File: src/rtl/piso_tx_if.sv
// piso_tx_if: load handshake and serial-output bundle for the piso_tx transmitter.
// The source (master) presents words on load_valid/load_data and watches
// load_ready; the transmitter (slave) drives the serial outputs.
interface piso_tx_if #(
  parameter int WIDTH = 4
);
  logic             load_valid;
  logic [WIDTH-1:0] load_data;
  logic             load_ready;
  logic             dout;
  logic             dout_valid;
  logic             busy;
  logic             done;

  modport master (
    output load_valid,
    output load_data,
    input  load_ready,
    input  dout,
    input  dout_valid,
    input  busy,
    input  done
  );

  modport slave (
    input  load_valid,
    input  load_data,
    output load_ready,
    output dout,
    output dout_valid,
    output busy,
    output done
  );
endinterface

File: src/rtl/piso_tx.sv
// piso_tx: parallel-in serial-out transmitter, LSB first.
// A word is accepted on an edge with load_valid && load_ready; bit 0 appears on
// dout in the next cycle and one bit follows per clock. Holding load_valid high
// with the next word lets it reload on the last-bit cycle with no idle gap.
// Optional feature macro: PISO_PARITY_EN -- appends an even-parity bit
// (^load_data) after bit WIDTH-1, making each frame WIDTH+1 cycles long.
module piso_tx #(
  parameter int WIDTH = 4
) (
  input  logic       clk,
  input  logic       rstn,
  piso_tx_if.slave   bus
);

`ifdef PISO_PARITY_EN
  localparam int FRAME = WIDTH + 1;
`else
  localparam int FRAME = WIDTH;
`endif
  localparam int               CNT_W    = $clog2(WIDTH + 1);
  localparam logic [CNT_W-1:0] CNT_ZERO = CNT_W'(0);
  localparam logic [CNT_W-1:0] CNT_ONE  = CNT_W'(1);
  localparam logic [CNT_W-1:0] LAST_CNT = CNT_W'(FRAME - 1);

  typedef enum logic [0:0] {
    IDLE  = 1'b0,
    SHIFT = 1'b1
  } state_t;

`ifdef PISO_PARITY_EN
  // Even parity over the data word: the appended bit makes the frame's 1-count even.
  function automatic logic even_parity(input logic [WIDTH-1:0] d);
    return ^d;
  endfunction
`endif

  // Full frame as it goes on the wire, bit 0 first.
  function automatic logic [FRAME-1:0] build_frame(input logic [WIDTH-1:0] d);
`ifdef PISO_PARITY_EN
    return {even_parity(d), d};
`else
    return d;
`endif
  endfunction

  state_t             state_r;
  state_t             state_nxt_s;
  logic [FRAME-1:0]   shreg_r;       // bits still to send after the one on dout
  logic [FRAME-1:0]   shreg_nxt_s;
  logic [CNT_W-1:0]   cnt_r;         // index of the bit currently on dout
  logic [CNT_W-1:0]   cnt_nxt_s;
  logic               dout_r;
  logic               dout_nxt_s;
  logic               dout_valid_r;
  logic               dout_valid_nxt_s;
  logic               busy_r;
  logic               busy_nxt_s;
  logic               done_r;
  logic               done_nxt_s;
  logic [FRAME-1:0]   frame_s;
  logic               last_bit_s;
  logic               load_ready_s;
  logic               accept_s;

  assign frame_s = build_frame(bus.load_data);

  // Handshake decode: ready when idle or while the final frame bit is on dout.
  always_comb begin
    last_bit_s   = 1'b0;
    load_ready_s = 1'b0;
    accept_s     = 1'b0;
    if (state_r == SHIFT) begin
      last_bit_s = (cnt_r == LAST_CNT);
    end else begin
      last_bit_s = 1'b0;
    end
    load_ready_s = (state_r == IDLE) || last_bit_s;
    accept_s     = bus.load_valid && load_ready_s;
  end

  // Next-state and datapath decode; an accepted word always restarts the frame at bit 0.
  always_comb begin
    state_nxt_s = state_r;
    shreg_nxt_s = shreg_r;
    cnt_nxt_s   = cnt_r;
    dout_nxt_s  = 1'b0;
    case (state_r)
      IDLE: begin
        if (accept_s) begin
          state_nxt_s = SHIFT;
          dout_nxt_s  = frame_s[0];
          shreg_nxt_s = {1'b0, frame_s[FRAME-1:1]};
          cnt_nxt_s   = CNT_ZERO;
        end else begin
          state_nxt_s = IDLE;
          shreg_nxt_s = '0;
          cnt_nxt_s   = CNT_ZERO;
          dout_nxt_s  = 1'b0;
        end
      end
      SHIFT: begin
        if (last_bit_s) begin
          if (accept_s) begin
            // Back-to-back reload: next word's bit 0 follows immediately.
            state_nxt_s = SHIFT;
            dout_nxt_s  = frame_s[0];
            shreg_nxt_s = {1'b0, frame_s[FRAME-1:1]};
            cnt_nxt_s   = CNT_ZERO;
          end else begin
            state_nxt_s = IDLE;
            shreg_nxt_s = '0;
            cnt_nxt_s   = CNT_ZERO;
            dout_nxt_s  = 1'b0;
          end
        end else begin
          state_nxt_s = SHIFT;
          dout_nxt_s  = shreg_r[0];
          shreg_nxt_s = {1'b0, shreg_r[FRAME-1:1]};
          cnt_nxt_s   = cnt_r + CNT_ONE;
        end
      end
      default: begin
        state_nxt_s = IDLE;
        shreg_nxt_s = '0;
        cnt_nxt_s   = CNT_ZERO;
        dout_nxt_s  = 1'b0;
      end
    endcase
  end

  // Registered status flags follow the state being entered, so they line up with dout.
  always_comb begin
    dout_valid_nxt_s = 1'b0;
    busy_nxt_s       = 1'b0;
    done_nxt_s       = 1'b0;
    if (state_nxt_s == SHIFT) begin
      dout_valid_nxt_s = 1'b1;
      busy_nxt_s       = 1'b1;
      done_nxt_s       = (cnt_nxt_s == LAST_CNT);
    end else begin
      dout_valid_nxt_s = 1'b0;
      busy_nxt_s       = 1'b0;
      done_nxt_s       = 1'b0;
    end
  end

  // FSM state register; reset aborts any frame in progress.
  always_ff @(posedge clk or negedge rstn) begin
    if (!rstn) begin
      state_r <= IDLE;
    end else begin
      state_r <= state_nxt_s;
    end
  end

  // Shift register, bit counter and registered outputs.
  always_ff @(posedge clk or negedge rstn) begin
    if (!rstn) begin
      shreg_r      <= '0;
      cnt_r        <= CNT_ZERO;
      dout_r       <= 1'b0;
      dout_valid_r <= 1'b0;
      busy_r       <= 1'b0;
      done_r       <= 1'b0;
    end else begin
      shreg_r      <= shreg_nxt_s;
      cnt_r        <= cnt_nxt_s;
      dout_r       <= dout_nxt_s;
      dout_valid_r <= dout_valid_nxt_s;
      busy_r       <= busy_nxt_s;
      done_r       <= done_nxt_s;
    end
  end

  assign bus.load_ready = load_ready_s;
  assign bus.dout       = dout_r;
  assign bus.dout_valid = dout_valid_r;
  assign bus.busy       = busy_r;
  assign bus.done       = done_r;

endmodule

File: src/flat_wrapper.sv
// flat-port wrapper written by rule: the top's interface ports become plain ports
module piso_tx_flat 
#(
  parameter int WIDTH = 4
)
  (clk, rstn, bus_load_valid, bus_load_data, bus_load_ready, bus_dout, bus_dout_valid, bus_busy, bus_done);
  piso_tx_if #(.WIDTH(WIDTH)) bus_i ();
  input  logic clk;
  input  logic rstn;
  input wire logic [$bits(bus_i.load_valid)-1:0] bus_load_valid;
  input wire logic [$bits(bus_i.load_data)-1:0] bus_load_data;
  output wire logic [$bits(bus_i.load_ready)-1:0] bus_load_ready;
  output wire logic [$bits(bus_i.dout)-1:0] bus_dout;
  output wire logic [$bits(bus_i.dout_valid)-1:0] bus_dout_valid;
  output wire logic [$bits(bus_i.busy)-1:0] bus_busy;
  output wire logic [$bits(bus_i.done)-1:0] bus_done;
  assign bus_i.load_valid = bus_load_valid;
  assign bus_i.load_data = bus_load_data;
  assign bus_load_ready = bus_i.load_ready;
  assign bus_dout = bus_i.dout;
  assign bus_dout_valid = bus_i.dout_valid;
  assign bus_busy = bus_i.busy;
  assign bus_done = bus_i.done;
  piso_tx #(.WIDTH(WIDTH)) u_core (.clk(clk), .rstn(rstn), .bus(bus_i));
endmodule
File: config.mk
export PLATFORM = sky130hd
export DESIGN_NAME = piso_tx_flat
export DESIGN_NICKNAME = d
export VERILOG_FILES = /design/src/rtl/piso_tx_if.sv /design/src/rtl/piso_tx.sv /design/src/flat_wrapper.sv
export SDC_FILE = /design/constraint.sdc
export NUM_CORES = 1
export LEC_CHECK = 0
export BUFFER_PORTS_ARGS = -buffer_cell sky130_fd_sc_hd__buf_2
export CORE_AREA = 2 2 39 41
export DETAILED_ROUTE_END_ITERATION = 7
export DIE_AREA = 0 0 41 43
export HOLD_SLACK_MARGIN = 0.1
export SLEW_MARGIN = 20
export SYNTH_ARGS = -nofsm -noshare
export SYNTH_HDL_FRONTEND = slang
export SYNTH_SLANG_ARGS = --single-unit
File: constraint.sdc
create_clock -name clk -period 1.4 [get_ports clk]
set_input_delay 0.28 -clock clk [delete_from_list [all_inputs] [get_ports clk]]
set_output_delay 0.28 -clock clk [all_outputs]
set_load 0.02 [all_outputs]
Yosys cells after proc, flatten, opt, wreduce, memory -nomap -nowiden
Index checks and enable logic that the tools add are counted.

Register bits: 11. Latch bits: 0. Bits in writable memories: 0. ROM bits: 0. Bits of input ports: 7. Output and inout bits: 5. Word-level logic and storage cells: 26. Memories: 0.

Add/subtract/negate cells: 1. $mul: 0. Divide/modulo/power cells: 0. Order comparisons: 0. Equal/unequal tests: 2. Shifts and indexed selects: 0. Mux-type cells: 14. Bitwise gates (word level): 1. Reductions and logical operators: 2.

Operator list (number): 2-to-1 mux 3 bit (3); case mux 4 bit (2 select lines) (1); 2-to-1 mux 1 bit (7); equality test 3 x 2 -> 1 bit, second input constant (2); case mux 3 bit (2 select lines) (1); case mux 1 bit (2 select lines) (2); adder 3 x 1 -> 3 bit, second input constant (1); logical AND 1 bit (1); logical OR 1 bit (1); inverter 1 bit (1).

Depth between registers and ports, before layout
Gate-level depths: netlist of the first run.

Depth in word-level cells: 8. Gate-level depth with buffers: 5. Mapped depth without buffers: 5.

Worst setup path before layout of the first run
OpenSTA, ideal clock, no wires.

Path kind: register to register. Start point: register u_core.cnt_r[0]. End point: register u_core.shreg_r[2]. Arrival: 1.092 ns. Required time: 1.280 ns. Slack: 0.189 ns. Stages on the path, launching flop included: 6. Period minus slack after synthesis: 1.211 ns. Cell sequence: dfrtp_1 -> ha_1 -> nand2b_4 -> and2_4 -> inv_2 -> and3_1.

Longest elaborated chain between the ends: 7.

RTL lines: from (decl) (RTL line piso_tx.sv:50) `logic [CNT_W-1:0] cnt_r;`; from (signal assigned) (RTL line piso_tx.sv:167) `cnt_r <= cnt_nxt_s;`; equality test 3 x 2 -> 1 bit * (RTL line piso_tx.sv:73) `last_bit_s = (cnt_r == LAST_CNT);`; 2-to-1 mux 1 bit * (RTL line piso_tx.sv:72) `if (state_r == SHIFT) begin`; logical OR 1 bit * (RTL line piso_tx.sv:77) `load_ready_s = (state_r == IDLE) || last_bit_s;`; via bus_load_ready (RTL line flat_wrapper.sv:12) `output wire logic [$bits(bus_i.load_ready)-1:0] bus_load_ready;`; logical AND 1 bit * (RTL line piso_tx.sv:78) `accept_s = bus.load_valid && load_ready_s;`; 2-to-1 mux 3 bit * (RTL line piso_tx.sv:89, piso_tx.sv:103); 2-to-1 mux 3 bit (RTL line piso_tx.sv:102) `if (last_bit_s) begin`; case mux 4 bit (2 select lines) * (RTL line piso_tx.sv:87) `case (state_r)`; via u_core.shreg_nxt_s[2] (RTL line piso_tx.sv:49) `logic [FRAME-1:0] shreg_nxt_s;`; to (signal assigned) (RTL line piso_tx.sv:166) `shreg_r <= shreg_nxt_s;`; to (decl) (RTL line piso_tx.sv:48) `logic [FRAME-1:0] shreg_r;`.

The timed path passes the listed nets; every way through them passes the cells marked *. The select of a mux whose other input is x is not followed.

Worst setup path after layout of the first run
Start point: register u_core.cnt_r[0]. End point: output port bus_load_ready.

Longest elaborated chain between the ends: 3.

RTL lines (RTL line): equality test 3 x 2 -> 1 bit (piso_tx.sv:73); 2-to-1 mux 1 bit (piso_tx.sv:72); logical OR 1 bit (piso_tx.sv:77); to (decl) (flat_wrapper.sv:12).

No other way between the ends.

==> results of run 1 <==
==> registers in the layout, summed over array words and instances, names as in the netlist <==
register / flops
u_core.bus.dout_valid: 1
u_core.bus.dout: 1
u_core.cnt_r: 3
u_core.shreg_r: 3
u_core.bus.done: 1
==> Yosys cell counts, drive strengths merged <==
| library cell | instances | area [sq um] |
|---|---|---|
| and2 | 1 | 8.760 |
| and3 | 2 | 13.77 |
| and3b | 2 | 20.02 |
| and4b | 1 | 10.01 |
| buf | 1 | 7.510 |
| dfrtp | 9 | 225.2 |
| ha | 1 | 12.51 |
| inv | 1 | 3.750 |
| nand2 | 3 | 11.26 |
| nand2b | 2 | 20.02 |
| nand3 | 3 | 15.01 |
| o21ai | 3 | 15.01 |
| xnor2 | 1 | 8.760 |
==> cell families after synthesis <==
kind of cell	Yosys count	synth area share [%]
compound gates	3	4.039
simple gates	14	26.60
buf+inv	2	3.030
xor+xnor	1	2.357
flops	9	60.61
fa+ha+maj	1	3.366
==> through the flow <==
step | utilization [%] | hold WS, ps
final | 40.05 | 262.3
after global routing | 40.05 | 269.0
after CTS | 38.43 | 254.3
after detailed placement | 32.82 | 141.9
after global placement | 32.82 | 141.6
after floorplan | - | -15.59
==> critical path, cell delays in order, from the launching register on <==
cell and delay [ps]:
dfrtp_1 410, ha_4 180, nand2b_4 60, and2_4 140
inv_2 40, buf_6 120
==> power breakdown <==
group | internal, W | switching [W]
sequential | 0.000350 | 0.0000411
clock | 0.000109 | 0.0000834
combinational | 0.000348 | 0.000264
==> final timing paths <==
path | startpoint | to | cells after the start
max | u_core.cnt_r[0] | bus_load_ready | 5
min | bus_load_data[3] | u_core.shreg_r[2] | 2
min in group asynchronous | rstn | u_core.bus.done | 2
min reg2reg | u_core.shreg_r[0] | u_core.bus.dout | 2
max reg2reg | u_core.cnt_r[0] | u_core.shreg_r[2] | 7
max in group asynchronous | rstn | u_core.shreg_r[1] | 2
==> repair_timing <==
item | in CTS | in global routing
setup endpoints to repair | 1 | 1
hold buffers | 1 | 0
cloned | 0 | 0
endpoints found under the hold margin | 9 | 0
resized for setup | 4 | 0
pin swaps | 2 | 1
setup buffers | 3 | 3
==> final cells by class <==
class                      instances  area [sq um]  area share, %
timing repair buffer              20         131.4          23.70
sequential                         9         225.2          40.63
tap                               16         20.02          3.612
multi-input combinational         19         147.6          26.64
clock buffer                       4         26.28          4.740
inverter                           1         3.754         0.6772
==> layer usage <==
metal,track usage (%),wire length [um]
met1,11.96,319
met2,14.06,336
met3,3.141,54
met4,8.000,0
met5,0,0
==> placed cells by master, fill, tap and decap left out <==
master,instances
and2_4,1
and3_1,1
and3_2,1
and3b_2,2
and4b_1,1
buf_2,10
buf_4,8
buf_6,1
clkbuf_1,1
clkbuf_4,3
dfrtp_1,9
dlygate4sd3_1,1
ha_4,1
inv_2,1
nand2_1,3
nand2b_1,1
nand2b_4,1
nand3_1,3
o21ai_0,3
xnor2_1,1
==> qor.yml, run 1 <==
first_global_vias: 289
cts_tree: "yes"
fin_ws_ps: -74.62
peakVddDrop_mv: 0.9053
cts_root_buffer: "clkbuf_4"
design.portCount: 12
avgSynthCellArea_sq_um: 12.39
finalInstanceArea_sq_um: 554.3
start_util_pct: 26.85
rsz0062_at_grt: "yes"
fin_tns_setup_ps: -74.62
dp_slack_ps: 60.86
final_nets: 62
drive_gt1_share_pct: 54.72
synth-seq-cells: 9
total_power_w: 0.001196
synth.yosys.seq_area_share_pct: 60.61
synth_cell_types: 15
wl_per_cell_um: 10.29
antenna_left: 0
dieArea_sq_um: 1763
drc_errors: 0
final-setup-viol-count: 1
grt_pass1_wl_um: 1131
cts_sinks: 9
critPathLaunchType: "flop"
slew_violations: 0
maxSlewHeadroom_pct: 86.22
place_area_sq_um: 454.2
grt_overflow: 0
worstSetupPathType: "flop to output pin"
dp.cells: 58
htreeDepth: 1
core_area_sq_um: 1384
crit_fanout: 2
fp-row-count: 14
stdcell_count: 69
port_buffers: 11
maxCapViolations: 0
critPathRequiredTime_ps: 1120
wl_um: 710
leakage_nw: 0.2829
area_delta_synth_final_pct: 49.16
worstMarginPinSlew_ps: 206.7
synth_warnings: 0
synth_cells: 30
vias: 292
die_w_um: 41
insertion_delay_ps: 250
dr.pass1.iters: 2
viasPerCell: 4.232
cts_buffers: 3
status: "finished, violations left"
gp_congestion: 0.6445
hold_viol: 0
pwr_density_cell_nw_per_um2: 2158
violations: "negative setup slack"
drt-initial-drc-count: 3
skew_ps: 4.744
syn_nets: 38
dpl.hpwl_um: 489.4
end_kind: "output pin"
layout_min_cycle_time_ps: 1475
r2r_setup_slack_ps: 70
fillers: 144
cts_buffer_depth: 2
grt_max_degree: 10
synth_area_sq_um: 371.6
clk_pin_slew_ps: 60
antennaDiodeCount: 0
finalCritPeriodShare_pct: 105.3
hp-class: "input pin to flop"
cp.arrival_ps: 1190
die_h_um: 43
antenna_found_initial: 0
grtUsageTotal_pct: 10.04
fmax_ghz: 0.6781
(Power assumes the default switching activity.)
==> inputs of run 2 (changes only) <==
Settings changed: BUFFER_PORTS_ARGS -buffer_cell sky130_fd_sc_hd__buf_2 to unset, DONT_BUFFER_PORTS set to 1, GPL_TIMING_DRIVEN set to 0.
==> run 2 against run 1 <==
- the flow still finishes with violations (negative setup slack)
- maximum frequency rose by 4.7%
- register-to-register slack better by 180 ps
- clock skew hardly changed
- global-route usage shrank 0.27 points
- sequential power rose by 18%
- first-iteration DRC count is 130% higher
- critical path type unchanged
- highest routed layer is now met4
- final area decreased by 16%
==> qor.yml, run 2 (synthesis gave the netlist of run 1 again) <==
end_kind: "output pin"
final-setup-viol-count: 1
start_util_pct: 26.85
dpl.hpwl_um: 452.4
cts_buffers: 3
slew_violations: 0
die_h_um: 43
stdcell_count: 54
hold_viol: 0
drt-initial-drc-count: 7
cp.arrival_ps: 1130
fillers: 144
maxSlewHeadroom_pct: 72.55
hp-class: "input pin to flop"
skew_ps: 4.557
drive_gt1_share_pct: 39.47
insertion_delay_ps: 260
port_buffers: 0
antenna_left: 0
antenna_found_initial: 0
rr_worst_depth: 5
fmax_ghz: 0.7099
dr.pass1.iters: 2
core_area_sq_um: 1384
whs_path_depth: 1
clk_pin_slew_ps: 60
cts_root_buffer: "clkbuf_4"
vias: 238
grtUsageTotal_pct: 9.766
grt_pass1_wl_um: 1021
cp_cell_sequence: "ha_4 -> nand2b_4 -> and2_4 -> inv_4"
finalCritPeriodShare_pct: 100.6
cts_buffer_depth: 2
total_power_w: 0.001048
seqCellArea_sq_um: 226.5
pwr_density_cell_nw_per_um2: 2246
crit_path_max_incr_delay_ps: 410
worstSetupPathType: "flop to output pin"
drc_errors: 0
grt_max_degree: 11
critPathRequiredTime_ps: 1120
dp_slack_ps: 118.7
htreeDepth: 1
dieArea_sq_um: 1763
fin_tns_setup_ps: -8.640
maxCapViolations: 0
reg_top3: "u_core.cnt_r (3), u_core.shreg_r (3)"
final_cell_mix: "dfrtp_1 (8), buf_4 (4)"
peakVddDrop_mv: 0.9160
viasPerCell: 4.407
first_global_vias: 246
multiInputGateArea_sq_um: 147.6
worstMarginPinSlew_ps: 410.4
violations: "negative setup slack"
antennaDiodeCount: 0
cts_tree: "yes"
rsz0062_at_grt: "yes"
leakage_nw: 0.2176
layout_min_cycle_time_ps: 1409
cts_sinks: 9
crit_fanout: 4
critPathLaunchType: "flop"
area_delta_synth_final_pct: 25.59
fin_ws_ps: -8.640
status: "finished, violations left"
die_w_um: 41
fp-row-count: 14
wl_per_cell_um: 11.83
design.portCount: 12
final_nets: 47
gp_congestion: 0.6514
cpMaxStageDelayCell: "dfrtp_1"
layout_commonest_cell: "dfrtp_1"
wl_um: 639
grt_overflow: 0
dp.cells: 46
## run 2: cell count changes in the layout (fill, tap and decap cells not counted)
cell and delta:
buf_6 -1, inv_2 -1, dfrtp_1 -1, buf_2 -10
buf_4 -4, inv_4 +1, dfrtp_2 +1
## run 2: final cells by class
cell class                 instances  area share, %
buffer                             1          1.609
clock buffer                       4          5.630
inverter                           1          1.340
multi-input combinational         19          31.64
sequential                         9          48.53
tap                               16          4.290
timing repair buffer               4          6.971
## run 2: path summary, 6_finish.rpt
check	startpoint	end	slack (ps)
max	u_core.cnt_r[0]	bus_load_ready	-9
min	bus_load_valid	u_core.bus.dout_valid	130
max reg2reg	u_core.cnt_r[0]	u_core.shreg_r[2]	250
min reg2reg	u_core.shreg_r[1]	u_core.shreg_r[0]	490
max in group asynchronous	rstn	u_core.bus.dout_valid	700
min in group asynchronous	rstn	u_core.cnt_r[0]	390
## run 2: critical path, delay by kind of cell, from the launching register on
kind / cells / cell delay, ps
simple gates: 2 / 220
buf+inv: 1 / 60
fa+ha+maj: 1 / 180
flops: 1 / 410
## run 2: stage by stage
step / hold slack [ps] / util (%) / area [sq um]
6_report: 130.5 / 33.73 / 466.7
5_1_grt: 118.7 / 33.73 / 466.7
4_1_cts: 121.4 / 33.73 / 466.7
3_5_place_dp: -15.33 / 28.30 / 391.6
3_3_place_gp: -15.41 / 28.30 / 391.6
2_1_floorplan: -15.59 / - / 371.6
## run 2: layer usage
metal	vias up	wire (um)	track usage [%]
li1	117	-	-
met1	105	286	10.40
met2	14	286	11.88
met4	0	9	8.000
met5	-	0	0
met3	2	57	7.853
## run 2: report_power, final
group          internal, W  switching (W)
registers         0.000352       0.000109
clock network     0.000109      0.0000844
logic             0.000216       0.000179
## run 2: what timing repair did
| action | 4_1_cts | 5_1_grt |
|---|---|---|
| gates resized for setup | 4 | 0 |
| buffers inserted | 3 | 0 |
| hold buffers | 1 | 0 |
| hold endpoints to repair | 9 | 0 |
| setup endpoints to repair | 1 | 1 |
| pin swaps | 1 | 0 |
